**src/rtl/fetch_unit_pkg.sv**
```systemverilog
// ----------------------------------------------------------------------------
// fetch_unit_pkg
// Shared constants for the stage-1 fetch unit: NOP encoding, default reset
// PC, the RV32I opcodes the fetch pre-decode looks at, and the fetch FSM
// state encoding.
// ----------------------------------------------------------------------------
package fetch_unit_pkg;

  localparam logic [31:0] NOP_INSTR        = 32'h0000_0013;  // addi x0,x0,0
  localparam logic [31:0] DEFAULT_RESET_PC = 32'h0000_2000;

  localparam logic [6:0]  OPC_BRANCH = 7'b1100011;
  localparam logic [6:0]  OPC_JAL    = 7'b1101111;

  typedef enum logic [1:0] {
    FETCH_BOOT = 2'd0,
    FETCH_RUN  = 2'd1,
    FETCH_WAIT = 2'd2,
    FETCH_HOLD = 2'd3
  } fetch_state_e;

endpackage

```
**src/rtl/fetch_unit_bpred.sv**
```systemverilog
// ----------------------------------------------------------------------------
// fetch_bpred
// Static backward-taken / forward-not-taken predictor. Purely combinational:
// extracts the B- and J-type immediates of the presented instruction and
// forms the predicted target.
//   pc      in   address of the presented instruction
//   instr   in   presented instruction word
//   taken   out  1 = backward conditional branch or JAL
//   target  out  pc + sign-extended immediate
// ----------------------------------------------------------------------------
module fetch_bpred
  import fetch_unit_pkg::*;
#(
  parameter int ADDR_W  = 32,
  parameter int INSTR_W = 32
) (
  input  logic [ADDR_W-1:0]  pc,
  input  logic [INSTR_W-1:0] instr,
  output logic               taken,
  output logic [ADDR_W-1:0]  target
);

  logic [31:0] b_imm;
  logic [31:0] j_imm;
  logic        is_branch;
  logic        is_jal;

  always_comb begin
    b_imm     = {{20{instr[31]}}, instr[7], instr[30:25], instr[11:8], 1'b0};
    j_imm     = {{12{instr[31]}}, instr[19:12], instr[20], instr[30:21], 1'b0};
    is_branch = (instr[6:0] == OPC_BRANCH);
    is_jal    = (instr[6:0] == OPC_JAL);
    taken     = (is_branch && instr[31]) || is_jal;
    target    = is_jal ? pc + ADDR_W'(j_imm) : pc + ADDR_W'(b_imm);
  end

endmodule

```
**src/rtl/fetch_unit.sv**
```systemverilog
// ----------------------------------------------------------------------------
// fetch_unit
// Stage-1 instruction fetch for the RV32I pipeline. Drives the icache request
// address, presents pc/instr to decode and reacts to decode's stall/kill
// back-channel. Optional static prediction is enabled with BPRED_BTFN_EN.
//   clk           in   clock
//   rst           in   asynchronous active-low reset
//   icache_addr   out  word-aligned request address (combinational)
//   icache_re     out  read enable
//   icache_dout   in   read data, valid the cycle after a non-stalled request
//   icache_stall  in   icache busy/miss, request held stable while high
//   pc            out  address of the instruction on instr
//   instr         out  instruction to decode, NOP when invalid
//   bpred         out  instruction on instr was predicted taken
//   stall         in   decode data-dependency stall
//   kill          in   decode redirect
//   br_j          in   resolved direction, 1 = taken branch/jump
//   cntrl_addr    in   resolved target when br_j=1
//
// state | meaning
// BOOT  | first request (RESET_PC) after reset, nothing presented
// RUN   | icache data presented, next request follows prediction/redirect
// WAIT  | icache miss, request held; pending redirect issued on exit
// HOLD  | decode stalled, skid register presented, pc_f frozen
// ----------------------------------------------------------------------------
module fetch_unit
  import fetch_unit_pkg::*;
#(
  parameter int                ADDR_W   = 32,
  parameter int                INSTR_W  = 32,
  parameter logic [ADDR_W-1:0] RESET_PC = ADDR_W'(DEFAULT_RESET_PC)
) (
  input  logic               clk,
  input  logic               rst,
  output logic [ADDR_W-1:0]  icache_addr,
  output logic               icache_re,
  input  logic [INSTR_W-1:0] icache_dout,
  input  logic               icache_stall,
  output logic [ADDR_W-1:0]  pc,
  output logic [INSTR_W-1:0] instr,
  output logic               bpred,
  input  logic               stall,
  input  logic               kill,
  input  logic               br_j,
  input  logic [ADDR_W-1:0]  cntrl_addr
);

  localparam logic [ADDR_W-1:0] WORD_MASK = ~ADDR_W'(3);

  fetch_state_e       state, state_nxt;
  logic [ADDR_W-1:0]  pc_f, pc_f_nxt;
  logic [INSTR_W-1:0] hold_instr, hold_instr_nxt;
  logic               hold_vld, hold_vld_nxt;
  logic [ADDR_W-1:0]  pend_addr, pend_addr_nxt;
  logic               pend_vld, pend_vld_nxt;

  logic [INSTR_W-1:0] cur_instr;
  logic [ADDR_W-1:0]  seq_pc;
  logic [ADDR_W-1:0]  pred_pc;
  logic               pred_taken;
  logic [ADDR_W-1:0]  redirect;
  logic [ADDR_W-1:0]  req_addr;

  // While held, prediction must come from the skid copy, not the bus.
  assign cur_instr = (state == FETCH_HOLD && hold_vld) ? hold_instr : icache_dout;
  assign seq_pc    = pc_f + ADDR_W'(4);
  assign redirect  = br_j ? (cntrl_addr & WORD_MASK) : seq_pc;

`ifdef BPRED_BTFN_EN
  logic [ADDR_W-1:0] bp_target;

  fetch_bpred #(
    .ADDR_W  (ADDR_W),
    .INSTR_W (INSTR_W)
  ) u_bpred (
    .pc     (pc_f),
    .instr  (cur_instr),
    .taken  (pred_taken),
    .target (bp_target)
  );

  assign pred_pc = (pred_taken ? bp_target : seq_pc) & WORD_MASK;
`else
  assign pred_taken = 1'b0;
  assign pred_pc    = seq_pc;
`endif

  always_ff @(posedge clk or negedge rst) begin
    if (!rst) begin
      state      <= FETCH_BOOT;
      pc_f       <= RESET_PC;
      hold_instr <= NOP_INSTR[INSTR_W-1:0];
      hold_vld   <= 1'b0;
      pend_addr  <= RESET_PC;
      pend_vld   <= 1'b0;
    end else begin
      state      <= state_nxt;
      pc_f       <= pc_f_nxt;
      hold_instr <= hold_instr_nxt;
      hold_vld   <= hold_vld_nxt;
      pend_addr  <= pend_addr_nxt;
      pend_vld   <= pend_vld_nxt;
    end
  end

  always_comb begin
    state_nxt      = state;
    pc_f_nxt       = pc_f;
    req_addr       = pc_f;
    hold_instr_nxt = hold_instr;
    hold_vld_nxt   = hold_vld;
    pend_addr_nxt  = pend_addr;
    pend_vld_nxt   = pend_vld;

    unique case (state)
      FETCH_BOOT: begin
        req_addr  = RESET_PC;
        pc_f_nxt  = RESET_PC;
        state_nxt = icache_stall ? FETCH_WAIT : FETCH_RUN;
      end

      FETCH_RUN, FETCH_HOLD: begin
        if (kill) begin
          hold_vld_nxt = 1'b0;
          if (icache_stall) begin
            // Keep the outstanding request on the bus; redirect after the miss.
            req_addr      = (state == FETCH_RUN) ? pc_f : pred_pc;
            pc_f_nxt      = req_addr;
            pend_addr_nxt = redirect;
            pend_vld_nxt  = 1'b1;
            state_nxt     = FETCH_WAIT;
          end else begin
            req_addr     = redirect;
            pc_f_nxt     = redirect;
            pend_vld_nxt = 1'b0;
            state_nxt    = FETCH_RUN;
          end
        end else if (state == FETCH_RUN && icache_stall) begin
          req_addr  = pc_f;
          state_nxt = FETCH_WAIT;
        end else if (stall) begin
          // The request already issued is simply repeated until release.
          req_addr = pred_pc;
          if (state == FETCH_RUN) begin
            hold_instr_nxt = icache_dout;
            hold_vld_nxt   = 1'b1;
            state_nxt      = FETCH_HOLD;
          end
        end else begin
          req_addr     = pred_pc;
          pc_f_nxt     = pred_pc;
          hold_vld_nxt = 1'b0;
          state_nxt    = FETCH_RUN;
        end
      end

      FETCH_WAIT: begin
        if (kill) begin
          if (icache_stall) begin
            req_addr      = pc_f;
            pend_addr_nxt = redirect;
            pend_vld_nxt  = 1'b1;
          end else begin
            req_addr     = redirect;
            pc_f_nxt     = redirect;
            pend_vld_nxt = 1'b0;
            state_nxt    = FETCH_RUN;
          end
        end else if (icache_stall) begin
          req_addr = pc_f;
        end else if (pend_vld) begin
          req_addr     = pend_addr;
          pc_f_nxt     = pend_addr;
          pend_vld_nxt = 1'b0;
          state_nxt    = FETCH_RUN;
        end else begin
          req_addr  = pc_f;
          state_nxt = FETCH_RUN;
        end
      end

      default: begin
        state_nxt = FETCH_BOOT;
      end
    endcase
  end

  always_comb begin
    instr = NOP_INSTR[INSTR_W-1:0];
    bpred = 1'b0;
    unique case (state)
      FETCH_RUN: begin
        if (!kill && !icache_stall) begin
          instr = icache_dout;
          bpred = pred_taken;
        end
      end
      FETCH_HOLD: begin
        if (!kill) begin
          instr = cur_instr;
          bpred = pred_taken;
        end
      end
      default: begin
        instr = NOP_INSTR[INSTR_W-1:0];
        bpred = 1'b0;
      end
    endcase
  end

  assign icache_addr = req_addr & WORD_MASK;
  assign icache_re   = rst;
  assign pc          = pc_f;

endmodule

```
**config.mk**
```make
export PLATFORM = sky130hd
export DESIGN_NAME = fetch_unit
export DESIGN_NICKNAME = d
export VERILOG_FILES = /design/src/rtl/fetch_unit_pkg.sv /design/src/rtl/fetch_unit_bpred.sv /design/src/rtl/fetch_unit.sv
export SDC_FILE = /design/constraint.sdc
export NUM_CORES = 1
export LEC_CHECK = 0
export BUFFER_PORTS_ARGS = -buffer_cell sky130_fd_sc_hd__buf_2
export CAP_MARGIN = 25
export CORE_UTILIZATION = 40
export CTS_CLUSTER_SIZE = 25
export DETAILED_ROUTE_END_ITERATION = 8
export GPL_TIMING_DRIVEN = 0
export PLACE_DENSITY = 0.59
export SLEW_MARGIN = 20
export SYNTH_ARGS = -nofsm -noshare
export SYNTH_HDL_FRONTEND = slang
export SYNTH_SLANG_ARGS = --single-unit
```
**constraint.sdc**
```tcl
create_clock -name clk -period 3.74 [get_ports clk]
set_clock_uncertainty 0.1 [all_clocks]
set_input_delay 0 -clock clk [delete_from_list [all_inputs] [get_ports clk]]
set_output_delay 0 -clock clk [all_outputs]
set_load 0.03 [all_outputs]
```
; ---- Word-level counts from Yosys, hierarchy flattened
; Index checks and enable logic that the tools add are counted.
[classes]
n_mul = 0
shift = 0
addsub = 1
n_lt_le_gt_ge = 0
n_reduce_logical = 15
div = 0
eq_ne = 11
bitwise = 2
muxes = 34
[ops]
columns = op, count
row1 = $mux 32, 15
row2 = $pmux 32 s3, 2
row3 = $pmux 32 s2, 1
row4 = $add 32x3->32 const B, 1
row5 = $mux 2, 6
row6 = $ne 3x3->1 const B, 3
row7 = $reduce_and 3->1, 3
row8 = $mux 1, 8
row9 = $ne 2x2->1 const B, 3
row10 = $pmux 2 s3, 1
row11 = $ne 5x5->1 const B, 1
row12 = $reduce_and 5->1, 1
row13 = $eq 2x2->1 const B, 2
row14 = $reduce_and 2->1, 2
row15 = $logic_and 1x1->1, 3
row16 = $ne 3x1->1 const B, 1
row17 = $reduce_or 3->1, 1
row18 = $eq 2x1->1 const B, 1
row19 = $logic_not 1->1, 2
row20 = $logic_not 2->1, 1
row21 = $not 1->1, 2
row22 = $pmux 1 s2, 1
row23 = $reduce_bool 2->1, 1
row24 = $reduce_or 2->1, 1
[totals]
n_memories = 0
romBits = 0
out_inout_bits = 98
register_bits = 100
in_bits = 70
ramBits = 0
latchBits = 0

; ---- Longest topological paths before layout
[logic_depth]
word_depth = 6
mapped_depth = 9
mapped_depth_nobuf = 7

; ---- Worst setup path before layout
; OpenSTA, ideal clock, no wires.
[synth_path]
kind = register to output
start = register pc_f[6] (netlist: pc[6])
end = output port icache_addr[31]
stages_incl_launch_ff = 9
arrival_ns = 2.648
path_slack_ns = 0.992
cell_sequence = dfrtp_1 buf_4 nand3_4 buf_6 nor4_4 nand4_1 xnor2_1 mux2i_1 a221oi_1
[synth_via]
elab_chain_len = 5
[synth_rtl]
columns = item, line
row1 = from (decl), fetch_unit.sv:51  ; logic [ADDR_W-1:0] pc_f, pc_f_nxt;
row2 = from (signal assigned), fetch_unit.sv:98  ; pc_f <= pc_f_nxt;
row3 = $add 32x3->32 *, fetch_unit.sv:66  ; assign seq_pc = pc_f + ADDR_W'(4);
row4 = $mux 32 (on tied branches), "fetch_unit.sv:67, fetch_unit.sv:127"
row5 = $mux 32 (on tied branches), n/a
row6 = $mux 32 (on tied branches), "fetch_unit.sv:158, fetch_unit.sv:123"
row7 = $pmux 32 s3 *, fetch_unit.sv:115  ; unique case (state)
row8 = to (decl), fetch_unit.sv:35  ; output logic [ADDR_W-1:0] icache_addr,
; Every way passes the cells marked *; elsewhere a longest branch is shown, timed or not.

; ---- Worst setup path in the final report
[layout_path]
start = register state[0]
end = output port icache_addr[28]
[layout_via]
elab_chain_len = 5
[layout_rtl]
columns = item, line
row1 = from (decl), fetch_unit.sv:50  ; fetch_state_e state, state_nxt;
row2 = from (signal assigned), fetch_unit.sv:97  ; state <= state_nxt;
row3 = $eq 2x1->1, "fetch_unit.sv:115, fetch_unit.sv:127, fetch_unit.sv:138"
row4 = $mux 32 / $logic_and 1x1->1 (equally long branches), "fetch_unit.sv:127, fetch_unit.sv:138"
row5 = $mux 32 (on tied branches), "fetch_unit.sv:125, fetch_unit.sv:138"
row6 = $mux 32, fetch_unit.sv:123  ; if (kill) begin
row7 = $pmux 32 s3 *, fetch_unit.sv:115
; Marked as above.

==> flow_summary.json <==
{
  "initial_core_util_pct": 41.3,
  "dr_wl_met3_mm": 5.05,
  "finalNonFillerCells": 1603,
  "utilization_pct": 51.3,
  "die-area_sq_um": 22500,
  "hold_class": "in -> reg",
  "drive_gt1_share_pct": 24.0,
  "drtIter0Drc": 1391,
  "port-buffer-count": 161,
  "ant_nets": 0,
  "syn_inst": 1088,
  "dr.max_layer_used": "met4",
  "crit_start": "state[0]$_DFFE_PN0P_",
  "violations": "negative setup slack",
  "grt_max_degree": 72,
  "fp.dieW_um": 150,
  "ys.flop_type": "dfrtp_1",
  "worstReg2RegStart": "state[0]$_DFFE_PN0P_",
  "fillerInstances": 2120,
  "m1WireLength_mm": 16.8,
  "cts_root_buf": "clkbuf_16",
  "num_io_pins": 168,
  "die_h_um": 150,
  "grt_pass1_wl_mm": 63.4,
  "wl_per_cell_um": 26.6,
  "cts_tree": "built",
  "syn_area_sq_um": 8760,
  "setup.worst_path.end": "icache_addr[28]",
  "rsz0062_at_grt": "false",
  "maxCapViolCount": 0,
  "fmax_mhz": 261,
  "post_cts_buffers": 0,
  "regToRegSetupSlack_ns": 0.31,
  "reg2reg_depth": 8,
  "arrival_ns": 3.73,
  "first_global_vias": 9980,
  "nNetsFinal": 1394,
  "cts_buffers": 9,
  "p_per_area_nw_per_um2": 438,
  "setup_viol": 2,
  "core-area_sq_um": 21200,
  "setup_slack_ns": -0.0907,
  "maxSlewHeadroom_pct": 27.1,
  "synth_edf_count": 0,
  "leakage_uw": 0.00461,
  "slew_violations": 0,
  "dp_hpwl_mm": 29.5,
  "cts_max_level": 3,
  "num_antenna_cells": 0,
  "cts.path.max_buffers": 2,
  "grt.total_usage_pct": 38.4,
  "cp_data_required_time_ns": 3.64,
  "power_uw": 4770,
  "hold_viol": 0,
  "vias": 10622,
  "wirelength_mm": 42.7,
  "cp_max_fo": 10,
  "status": "finished with violations",
  "whs_ns": 0.0370,
  "yosysUniqueCellTypes": 91,
  "gr-total-overflow": 0,
  "postSynth.asyncResetShare_pct": 100,
  "wl_met2_mm": 18.2,
  "critPathKind": "reg -> out",
  "area_growth_pct": 24.2,
  "place_inst": 1527,
  "antenna_found_initial": 0,
  "min_period_ns": 3.83,
  "viasPerCell": 6.63,
  "clkLatencyLatePin_ns": 0.38,
  "final_cell_mix": "buf_2, nand2_1, o21ai_0, dfrtp_1, a21oi_1",
  "drc": 0,
  "vdd_drop_max_v": 0.000256,
  "clk_pin_slew_worst_paths_ns": 0.09,
  "worst_slew_pin_slew_ns": 1.09,
  "r2r_end": "pc[3]$_DFFE_PN0P_",
  "ys_seq_elements": 100,
  "seq_area_frac_synth_pct": 28.6,
  "cp-end-kind": "output port",
  "rows": 53,
  "clock-sinks": 100,
  "firstDrtPassIters": 7,
  "syn_avg_cell_area_sq_um": 8.05,
  "synth_warnings": 0,
  "final_common_cell": "buf_2",
  "start_kind": "flip-flop",
  "gp_congestion": 1.03,
  "fin_crit_sh_pct": 102
}
## stage by stage
stage / area (sq um) / setup slack [ns] / TNS (ns)
2_1_floorplan: 8770 / 0.992 / 0
3_3_place_gp: 9920 / 0.465 / 0
3_5_place_dp: 9950 / 0.485 / 0
4_1_cts: 10900 / 0.0785 / 0
5_1_grt: 10900 / 0.00121 / 0
6_report: 10900 / -0.0907 / -0.131
## cell families after synthesis
family / share of synthesized area, %
compound gates: 32.7
simple gates: 20.8
buf+inv: 7.25
flops: 28.6
mux: 6.92
xor+xnor: 3.50
fa+ha+maj: 0.143
other cells: 0.0428
## worst min-delay path by stage
stage / startpoint / to / cells after the start
2_1_floorplan: rst / hold_instr[10]$_DFFE_PN0P_ / 0
3_3_place_gp: icache_dout[18] / hold_instr[18]$_DFFE_PN0P_ / 2
3_5_place_dp: rst / pc[22]$_DFFE_PN0P_ / 1
4_1_cts: cntrl_addr[29] / pend_addr[29]$_DFFE_PN0P_ / 4
5_1_grt: cntrl_addr[29] / pend_addr[29]$_DFFE_PN0P_ / 4
6_report: cntrl_addr[2] / pend_addr[2]$_DFFE_PN0P_ / 4
## registers in the layout, summed over array words and instances (netlist names)
name / count
hold_instr: 32
hold_vld: 1
pc: 32
pend_addr: 32
pend_vld: 1
state: 2
## cells in the mapped netlist (18+ instances only)
library cell  instances  area share (%)
a21oi_1              79             4.5
a22o_1               35             3.5
buf_2                34             1.9
clkbuf_1             56             2.4
dfrtp_1              95              27
mux2_2               45             5.8
nand2_1             113             4.8
nand3_1              26             1.5
nor2_1               71             3.0
nor3_1               18             1.0
o21ai_0             101             5.8
o22ai_1              18             1.3
xnor2_1              22             2.2
## critical path, stage by stage (launching register included)
cell,delay [ns]
dfrtp_1,0.33
clkbuf_1,0.30
buf_2,0.32
buf_2,0.36
clkbuf_1,0.61
o31ai_1,0.18
a211oi_1,0.47
o21ai_0,0.32
a22oi_1,0.24
buf_2,0.23
## cell type report
cell class / count / area (sq um) / area share [%]
Clock inverter: 7 / 93.8 / 0.862
Multi-Input combinational cell: 855 / 5630 / 51.7
Tap cell: 275 / 344 / 3.16
Inverter: 14 / 52.6 / 0.483
Timing Repair Buffer: 222 / 1450 / 13.3
Sequential cell: 100 / 2510 / 23.1
Buffer: 121 / 584 / 5.37
Clock buffer: 9 / 225 / 2.07
## power by group
group | leakage, uW | internal [uW] | total (uW) | switching (uW)
sequential | 0.00123 | 1330 | 1530 | 201
clock | 0.000153 | 485 | 1040 | 557
combinational | 0.00323 | 777 | 2200 | 1420
## layer usage
metal  up-vias  global-route usage [%]
met4         0                    23.3
met5         -                       0
met1      5097                    50.5
li1       4555                       -
met2       793                    56.9
met3       177                    8.72
## what timing repair did
item                                    CTS  global route
endpoints found under the setup margin    0             8
hold buffers                             59             0
hold endpoints to repair                165             0
resized for setup                         0             3
No activity file was read; power rests on OpenSTA's default activity.
